<file path="src/rtl/clk_divn_pkg.sv">
// Shared constants and helpers for the programmable clock divider.
// half_up works at 32 bits so any DIV_W up to 32 can truncate its result.
package clk_divn_pkg;
    localparam int DIV_W_DEF    = 16;
    localparam int CHANNELS_DEF = 4;
    localparam int CHAN_IDX_W   = 4;
    localparam int HU_W         = 32;

    function automatic logic [HU_W:0] half_up(input logic [HU_W-1:0] d);
        return ({1'b0, d} + (HU_W+1)'(1)) >> 1;
    endfunction
endpackage

</file>
<file path="src/rtl/clk_divn_prog_if.sv">
// Divisor write / sync controls in, divided clocks, ticks and pending flags out.
// No handshake: writes are single-cycle strobes that are always accepted.
interface clk_divn_prog_if import clk_divn_pkg::*; #(
    parameter int CHANNELS = CHANNELS_DEF,
    parameter int DIV_W    = DIV_W_DEF
);
    logic                  wr_en;
    logic [CHAN_IDX_W-1:0] wr_chan;
    logic [DIV_W-1:0]      wr_div;
    logic                  sync;
    logic [CHANNELS-1:0]   clk_out;
    logic [CHANNELS-1:0]   tick;
    logic [CHANNELS-1:0]   pending;

    modport master (output wr_en, wr_chan, wr_div, sync,
                    input  clk_out, tick, pending);
    modport slave  (input  wr_en, wr_chan, wr_div, sync,
                    output clk_out, tick, pending);
endinterface

</file>
<file path="src/rtl/clk_divn_chan.sv">
// One divider channel: counter, current/pending divisor, registered clk_out/tick.
// Outputs one cycle after the causing edge; writes are never refused (deferred to the period boundary).
module clk_divn_chan import clk_divn_pkg::*; #(
    parameter int DIV_W       = DIV_W_DEF,
    parameter int DEFAULT_DIV = 50
) (
    input  logic             clk,
    input  logic             reset,
    input  logic             wr,
    input  logic [DIV_W-1:0] wr_div,
    input  logic             sync,
    output logic             clk_out,
    output logic             tick,
    output logic             pending
);
    localparam logic [DIV_W-1:0] RST_DIV = DIV_W'(DEFAULT_DIV);
    localparam logic             RST_ON  = (DEFAULT_DIV != 0);

    logic [DIV_W-1:0] cnt, div_cur, div_pend;
    logic             pend_v;
    logic [DIV_W-1:0] cnt_n, div_cur_n, div_pend_n;
    logic             pend_v_n;
    logic             running, boundary;
    logic [DIV_W:0]   hi_n;
    logic             clk_out_n, tick_n;

    always_comb begin
        running    = (div_cur != '0);
        boundary   = running && (cnt == div_cur - DIV_W'(1));
        cnt_n      = cnt;
        div_cur_n  = div_cur;
        div_pend_n = div_pend;
        pend_v_n   = pend_v;

        if (running)
            cnt_n = boundary ? '0 : cnt + DIV_W'(1);

        // A stopped channel has no period to finish, so it takes the divisor at once.
        if (wr) begin
            if (running) begin
                div_pend_n = wr_div;
                pend_v_n   = 1'b1;
            end else begin
                div_cur_n = wr_div;
                cnt_n     = '0;
            end
        end

        if ((boundary || sync) && pend_v_n) begin
            div_cur_n = div_pend_n;
            pend_v_n  = 1'b0;
        end

        if (sync)
            cnt_n = '0;

        hi_n      = (DIV_W+1)'(half_up(HU_W'(div_cur_n)));
        clk_out_n = ({1'b0, cnt_n} < hi_n);
        tick_n    = (div_cur_n != '0) && (cnt_n == '0);
    end

    always_ff @(posedge clk or posedge reset) begin
        if (reset) begin
            cnt      <= '0;
            div_cur  <= RST_DIV;
            div_pend <= '0;
            pend_v   <= 1'b0;
            clk_out  <= RST_ON;
            tick     <= RST_ON;
            pending  <= 1'b0;
        end else begin
            cnt      <= cnt_n;
            div_cur  <= div_cur_n;
            div_pend <= div_pend_n;
            pend_v   <= pend_v_n;
            clk_out  <= clk_out_n;
            tick     <= tick_n;
            pending  <= pend_v_n;
        end
    end
endmodule

</file>
<file path="src/rtl/clk_divn_prog.sv">
// Multi-channel programmable clock divider; decodes wr_chan into per-channel write strobes.
// All outputs registered one cycle after the causing edge; no backpressure, out-of-range writes are dropped.
module clk_divn_prog import clk_divn_pkg::*; #(
    parameter int CHANNELS    = CHANNELS_DEF,
    parameter int DIV_W       = DIV_W_DEF,
    parameter int DEFAULT_DIV = 50
) (
    input  logic           clk,
    input  logic           reset,
    clk_divn_prog_if.slave bus
);
    logic [CHANNELS-1:0] wr_sel;
    logic [CHANNELS-1:0] clk_out_v, tick_v, pending_v;

    always_comb begin
        wr_sel = '0;
        for (int i = 0; i < CHANNELS; i++)
            wr_sel[i] = bus.wr_en && (bus.wr_chan == CHAN_IDX_W'(i));
    end

    for (genvar g = 0; g < CHANNELS; g++) begin : g_chan
        clk_divn_chan #(
            .DIV_W       (DIV_W),
            .DEFAULT_DIV (DEFAULT_DIV)
        ) u_chan (
            .clk     (clk),
            .reset   (reset),
            .wr      (wr_sel[g]),
            .wr_div  (bus.wr_div),
            .sync    (bus.sync),
            .clk_out (clk_out_v[g]),
            .tick    (tick_v[g]),
            .pending (pending_v[g])
        );
    end

    assign bus.clk_out = clk_out_v;
    assign bus.tick    = tick_v;
    assign bus.pending = pending_v;
endmodule

</file>
<file path="src/flat_wrapper.sv">
// flat-port wrapper written by rule: the top's interface ports become plain ports
module clk_divn_prog_flat import clk_divn_pkg::*;
#(
    parameter int CHANNELS    = CHANNELS_DEF,
    parameter int DIV_W       = DIV_W_DEF,
    parameter int DEFAULT_DIV = 50
)
  (clk, reset, bus_wr_en, bus_wr_chan, bus_wr_div, bus_sync, bus_clk_out, bus_tick, bus_pending);
  clk_divn_prog_if #(.CHANNELS(CHANNELS), .DIV_W(DIV_W)) bus_i ();
  input  logic clk;
  input  logic reset;
  input wire logic [$bits(bus_i.wr_en)-1:0] bus_wr_en;
  input wire logic [$bits(bus_i.wr_chan)-1:0] bus_wr_chan;
  input wire logic [$bits(bus_i.wr_div)-1:0] bus_wr_div;
  input wire logic [$bits(bus_i.sync)-1:0] bus_sync;
  output wire logic [$bits(bus_i.clk_out)-1:0] bus_clk_out;
  output wire logic [$bits(bus_i.tick)-1:0] bus_tick;
  output wire logic [$bits(bus_i.pending)-1:0] bus_pending;
  assign bus_i.wr_en = bus_wr_en;
  assign bus_i.wr_chan = bus_wr_chan;
  assign bus_i.wr_div = bus_wr_div;
  assign bus_i.sync = bus_sync;
  assign bus_clk_out = bus_i.clk_out;
  assign bus_tick = bus_i.tick;
  assign bus_pending = bus_i.pending;
  clk_divn_prog #(.CHANNELS(CHANNELS), .DIV_W(DIV_W), .DEFAULT_DIV(DEFAULT_DIV)) u_core (.clk(clk), .reset(reset), .bus(bus_i));
endmodule
</file>
<file path="config.mk">
export PLATFORM = sky130hd
export DESIGN_NAME = clk_divn_prog_flat
export DESIGN_NICKNAME = d
export VERILOG_FILES = /design/src/rtl/clk_divn_pkg.sv /design/src/rtl/clk_divn_prog_if.sv /design/src/rtl/clk_divn_chan.sv /design/src/rtl/clk_divn_prog.sv /design/src/flat_wrapper.sv
export SDC_FILE = /design/constraint.sdc
export NUM_CORES = 1
export LEC_CHECK = 0
export CORE_UTILIZATION = 60
export CTS_CLUSTER_DIAMETER = 80
export DETAILED_ROUTE_END_ITERATION = 8
export GPL_TIMING_DRIVEN = 0
export PLACE_DENSITY_LB_ADDON = 0.05
export SKIP_CTS_REPAIR_TIMING = 1
export SYNTH_ARGS = -nofsm -noshare
export SYNTH_HDL_FRONTEND = slang
export SYNTH_HIERARCHICAL = 1
export SYNTH_SLANG_ARGS = --single-unit
export TNS_END_PERCENT = 1
</file>
<file path="constraint.sdc">
create_clock -name clk -period 7.7 [get_ports clk]
set_clock_uncertainty 0.05 [all_clocks]
set_input_delay 1.54 -clock clk [delete_from_list [all_inputs] [get_ports clk]]
set_output_delay 1.54 -clock clk [all_outputs]
set_load 0.01 [all_outputs]
</file>
Word level (Yosys, flattened, before mapping). Index checks and enable logic that the tools add are counted.

Input port bits: 24. Register bits after elaboration: 204.

Muxes and demuxes: 52. Add/subtract/negate cells: 12. Equal/unequal tests: 7. Reduce and logical (&&, ||, !) cells: 33. $lt $le $gt $ge: 4.

Operators by type and width (count): $mux 16 (40); $reduce_bool 16->1 (8); $add 16x1->17 const B (4); $add 16x1->16 const B (4); $eq 16x16->1 (4); $logic_not 16->1 (4); $lt 16x16->1 (4); $sub 16x1->16 const B (4); $logic_and 1x1->1 (16); $mux 1 (12); $eq 4x2->1 const B (2); $eq 4x1->1 const B (1); $logic_not 4->1 (1); $logic_or 1x1->1 (4).

Depth between registers and ports, before layout.
Depth after elaboration: 10. Gate-level depth with buffers: 30.

Hierarchy. Netlist, hierarchy kept.

Modules (own cells, without submodules): clk_divn_chan at u_core.g_chan[1].u_chan ... (area each 4261.6 µm², times used 2, cells each 494); clk_divn_chan at u_core.g_chan[0].u_chan (area each 4424.2 µm², times used 1, cells each 511); clk_divn_chan at u_core.g_chan[3].u_chan (area each 4111.4 µm², times used 1, cells each 460); clk_divn_prog (area each 65.1 µm², times used 1, cells each 5).

Least setup slack after synthesis. Ideal clock, no wire load.

Path type: input-to-reg. Start: in bus_wr_chan[3]. End: reg u_core.g_chan[2].u_chan.clk_out. Library setup time: 90 ps. Path slack: 1350 ps. Cell stages on the path: 24. Data required time: 7560 ps. Arrival: 6210 ps. Path buffers: 5. Path through: nor2_4 -> and4b_1 -> clkbuf_1 -> and2_1 -> clkbuf_1 -> nor2_1 -> nor2b_1 -> buf_2 -> buf_2 -> a21o_1 -> ha_1 -> clkbuf_1 -> nor4b_2 -> or4b_1 -> or4_1 -> mux2i_1 -> xnor2_1 -> ha_1 -> nand4_1 -> or2_2 -> nor3_1 -> a221oi_1 -> o211ai_1 -> a31oi_1.

Longest elaborated chain between the ends: 7. Elaborated cells between the ends (all ways): 11. Classes of those cells: add/sub (1); order compare (1); eq/ne (1); mux (6); reduce/logical (2).

RTL lines: start: declaration (line flat_wrapper.sv:13) `input wire logic [$bits(bus_i.wr_chan)-1:0] bus_wr_chan;`; $eq 4x2->1 (*) (line clk_divn_prog.sv:18) `wr_sel[i] = bus.wr_en && (bus.wr_chan == CHAN_IDX_W'(i));`; $logic_and 1x1->1 (*) (line clk_divn_prog.sv:18); via u_core.wr_sel[2] (line clk_divn_prog.sv:12) `logic [CHANNELS-1:0] wr_sel;`; $mux 1 (line clk_divn_chan.sv:39) `if (wr) begin`; $logic_and 1x1->1 (line clk_divn_chan.sv:49) `if ((boundary || sync) && pend_v_n) begin`; $mux 16 (*) (line clk_divn_chan.sv:49); via u_core.g_chan[2].u_chan.div_cur_n[1] (line clk_divn_chan.sv:21) `logic [DIV_W-1:0] cnt_n, div_cur_n, div_pend_n;`; $add 16x1->17 (*) (line clk_divn_pkg.sv:10) `return ({1'b0, d} + (HU_W+1)'(1)) >> 1;`; $lt 16x16->1 (*) (line clk_divn_chan.sv:58) `clk_out_n = ({1'b0, cnt_n} < hi_n);`; via u_core.g_chan[2].u_chan.clk_out_n (line clk_divn_chan.sv:25) `logic clk_out_n, tick_n;`; end signal: assignment (line clk_divn_chan.sv:76) `clk_out <= clk_out_n;`; end: declaration (line clk_divn_chan.sv:12) `output logic clk_out,`.

Mark *: on every way through the listed nets, which the timed path passes. The rest lies on a longest branch.

Worst setup path in the final report.
Start: in bus_wr_chan[1]. End: reg u_core.g_chan[1].u_chan.clk_out.

Elaborated cells between the ends (all ways): 11. Classes of those cells: add/sub (1); order compare (1); eq/ne (1); mux (6); reduce/logical (2).

RTL lines (line): $eq 4x1->1 (clk_divn_prog.sv:18); $logic_and 1x1->1 (clk_divn_prog.sv:18); via u_core.wr_sel[1] (clk_divn_prog.sv:12); $mux 16 (clk_divn_chan.sv:39); via u_core.g_chan[1].u_chan.div_pend_n[0] (clk_divn_chan.sv:21); $mux 16 (clk_divn_chan.sv:49); via u_core.g_chan[1].u_chan.div_cur_n[0] (clk_divn_chan.sv:21); $add 16x1->17 (clk_divn_pkg.sv:10); $lt 16x16->1 (clk_divn_chan.sv:58); via u_core.g_chan[1].u_chan.clk_out_n (clk_divn_chan.sv:25); end signal: assignment (clk_divn_chan.sv:76); end: declaration (clk_divn_chan.sv:12).

The timed path passes the listed nets, and every way through them passes these cells.

==> summary.md <==
| Metric | Value |
|---|---|
| Status | `completed` |
| Post-Place Cells | `around 2.4k` |
| Final instance area | `between 15000 and 20000 um^2` |
| Proportion of layout cells with a drive suffix above 1 | `10.0%` |
| Die Y | `171 um` |
| Worst Hold End | `u_core/g_chan[3].u_chan/div_pend[1]$_DFF_PP0_` |
| Register-to-Register Path Depth | `24` |
| I/O pin cnt | `36` |
| Flop pwr share | `28.4%` |
| Vias per std cell | `6.58` |
| Nets | `2130` |
| DRT Wirelength | `52700 um` |
| Kind of critical path | `primary input to flip-flop` |
| Slew Viols, Final | `0` |
| Ys async rst share | `100%` |
| Worst r2r src | `u_core/g_chan[2].u_chan/div_cur[9]$_DFF_PP0_` |
| Worst hold path class | `flip-flop to flip-flop` |
| R2R setup slack | `580 ps` |
| Hold path cells | `2` |
| Initial Util | `between 60% and 70%` |
| Fillers | `2361` |
| Cells after Synth | `1964` |
| Relative slew slack | `5.56%` |
| Largest net degree at the start of global routing | `32` |
| Clk slew on worst S/H paths | `60 ps` |
| Syn Std Cell Area | `17100 um^2` |
| Total global routing track utilization | `35.7%` |
| Top cell type's share of synthesized area | `a little over a quarter` |
| Mux cell area share after synthesis | `between 10 and 15%` |
| Area of the multi-input gates | `11000 um^2` |
| Detail Placement HPWL | `around 39000 um` |
| Number of synthesized register bits | `204` |
| Cts bufs inserted | `26` |
| Top cells by area, synth | `dfrtp_1 (27%), mux2i_1 (8.7%), xnor2_1 (5.7%)` |
| Row cnt | `61` |
| Commonest cells after routing, fill and taps aside | `dfrtp_1 (184), nor2_1 (171), mux2i_1 (148), nand2_1 (133), xnor2_1 (112)` |
| Clock sink count | `between 200 and 250` |
| Setup ws final | `300 ps` |
| Place WS | `-563 ps` |
| Area Overhead vs Synth | `11.0%` |
| P_sw | `2.47 mW` |
| Max Cap Viol | `0` |
| Antenna violations before repair | `0` |
| Synth Area in Compound Gates | `13.0%` |
| Combinational share of power | `48.0%` |
| Simple-gate share of the synthesized area | `25.0%` |
| 1st-iter DRT viols | `around 1.8k` |
| Number of global-route vias before repair | `15.1k` |
| Die area | `29200 um^2` |
| Critical Path Start Type | `primary input` |
| Internal | `3.29 mW` |
| Sequential cell area | `5130 um^2` |
| Hold Path Origin | `u_core/g_chan[3].u_chan/div_pend[1]$_DFF_PP0_` |
| ANT cells | `0` |
| Drt wl/cell | `21.7 um` |
| Syn_area_per_cell | `8.72 um^2` |
| DRC viols | `0` |
| Clock Tree Buf Depth | `3` |
| WP data arrival | `7790 ps` |
| Clock share of power | `23.6%` |
| Warnings, synthesis | `6` |
| Worst-skew pair later-pin latency | `540 ps` |
| Hold WS | `between 400 and 500 ps` |
| Routability congestion estimate | `0.970` |
| Synth Net Count | `a little over 2k` |
| Post-route insts no fill | `between 2k and 2.5k` |
| Largest family of logic cells by synthesized area | `simple AND/OR/NAND/NOR gates` |
| Port Buffers | `35` |
| RR Endpoint | `u_core/g_chan[2].u_chan/clk_out$_DFF_PP1_` |
| Vias post-DR | `16.0k` |
| CP Capture Type | `flip-flop` |
| Worst-Margin Slew | `1400 ps` |
| Tot Pwr | `between 5 and 6 mW` |
| Most area-hungry cell type in the Yosys netlist | `dfrtp_1` |
| Worst-path fanout max | `10` |
| Ys flop type | `dfrtp_1` |
| Register area share after synthesis | `between 20 and 30%` |
| Post-Synth XOR/XNOR Area | `9.52%` |
| Adder-Cell Fraction of Synth Area | `5.55%` |
| Post-synth EDFFs | `0` |
| Grt ovf | `0` |
| Chip Width | `~170 um` |
| Leakage | `8.12 nW` |
| Placed instance area | `18000 um^2` |
| RSZ-0062 raised after global routing | `true` |
| Clk root buf | `clkbuf_16` |
| Distinct cells, synth | `98` |
| Core area | `27900 um^2` |
| Most common cell after layout, fill and taps aside | `dfrtp_1` |
| Final setup viols | `0` |
| Power per cell area | `303 nW/um^2` |
| TritonCTS clock tree | `yes` |
| Post-route ant nets | `0` |
| Max Clock Freq | `135 MHz` |
| Final period util | `96.1%` |
| Drt pass-1 iters | `6` |
| First-pass GRT wire length | `81700 um` |
| Fin crit period | `about 7400 ps` |
| Final hold vios | `0` |
| Peak supply drop | `0.187 mV` |
| H-tree depth | `1` |
| Sw frac | `42.9%` |
| Critical Path RT | `8090 ps` |
[sequential cells by signal, indices dropped and copies added, names as in the netlist]
name                           cells
u_core/g_chan.u_chan/div_cur      64
u_core/g_chan.u_chan/cnt          64
u_core/g_chan.u_chan/pend_v        4
u_core/g_chan.u_chan/div_pend     64
u_core/g_chan.u_chan/clk_out       4
u_core/g_chan.u_chan/tick          4
[power by group through the flow]
| stage | registers (mW) | logic [mW] | clock network [mW] |
|---|---|---|---|
| after floorplan | 1.56 | 1.98 | 0 |
| final | 1.64 | 2.76 | 1.36 |
| after global placement | 1.63 | 2.61 | 0 |
| after global routing | 1.66 | 2.99 | 1.41 |
| after detailed placement | 1.64 | 2.66 | 0 |
| after CTS | 1.62 | 2.68 | 1.37 |
[metrics by stage]
step                util (%)  TNS [ps]
detailed placement      64.5     -1210
CTS                     68.0     -38.2
finish                  68.0         0
global route            68.0     -37.1
global placement        64.2      -983
floorplan                  -         0
[cell families (layout without fill, tap and decap cells)]
| group | Yosys count | count (layout) |
|---|---|---|
| compound gates | 324 | 324 |
| xor+xnor | 183 | 183 |
| fa+ha+maj | 76 | 76 |
| buf+inv | 214 | 300 |
| flops | 204 | 204 |
| mux | 183 | 183 |
| simple gates | 780 | 780 |
[per-layer routing]
metal / part of all wire [%] / global-route usage, %
met4: 2.7 / 10.1
met2: 46 / 58.5
met3: 8.0 / 3.54
met1: 43 / 50.1
met5: 0 / 0
[Yosys cell counts, types with 24 or more instances]
library cell  number
a21o_1            24
a21oi_1           91
a31oi_1           27
and3_1            31
clkbuf_1          65
dfrtp_1          184
ha_1              76
inv_1             98
mux2_2            29
mux2i_1          148
nand2_1          133
nand2b_1          24
nand3_1           77
nand4_1           65
nor2_1           171
nor3_1            64
nor3b_1           24
nor4_1            46
o21ai_0           42
xnor2_1          112
xor2_1            69
[cell type report]
type                            instances  area share [%]
Buffer                                114            3.29
Clock buffer                           35            3.97
Clock inverter                         13            1.08
Inverter                               99            1.96
Multi-Input combinational cell       1546            58.0
Sequential cell                       204            27.0
Tap cell                              378            2.49
Timing Repair Buffer                   39            2.26
[worst max path at each step]
stage | start | endpoint | depth (start not counted)
6_report | bus_wr_chan[1] | u_core/g_chan[1].u_chan/clk_out$_DFF_PP1_ | 23
5_1_grt | bus_wr_chan[3] | u_core/g_chan[1].u_chan/clk_out$_DFF_PP1_ | 25
4_1_cts | bus_wr_chan[3] | u_core/g_chan[2].u_chan/clk_out$_DFF_PP1_ | 25
3_5_place_dp | bus_wr_chan[3] | u_core/g_chan[2].u_chan/clk_out$_DFF_PP1_ | 25
3_3_place_gp | bus_wr_chan[3] | u_core/g_chan[2].u_chan/clk_out$_DFF_PP1_ | 25
2_1_floorplan | bus_wr_chan[3] | u_core/g_chan[2].u_chan/clk_out$_DFF_PP1_ | 24
[critical path: stages]
cell and delay, ps:
clkdlybuf4s50_1 550, and4b_2 350, clkbuf_2 250, nand2_1 320, buf_2 340, buf_1 580, mux2i_1 160, inv_1 140
a21o_1 140, ha_1 140, clkbuf_1 370, nor4b_4 380, or4b_1 540, or4_1 420, mux2i_1 210, xnor2_1 110
ha_1 310, nand4_1 90, or2_2 300, nor3_1 210, a221oi_1 110, o211ai_1 110, a31oi_1 80
(Power assumes the default switching activity.)
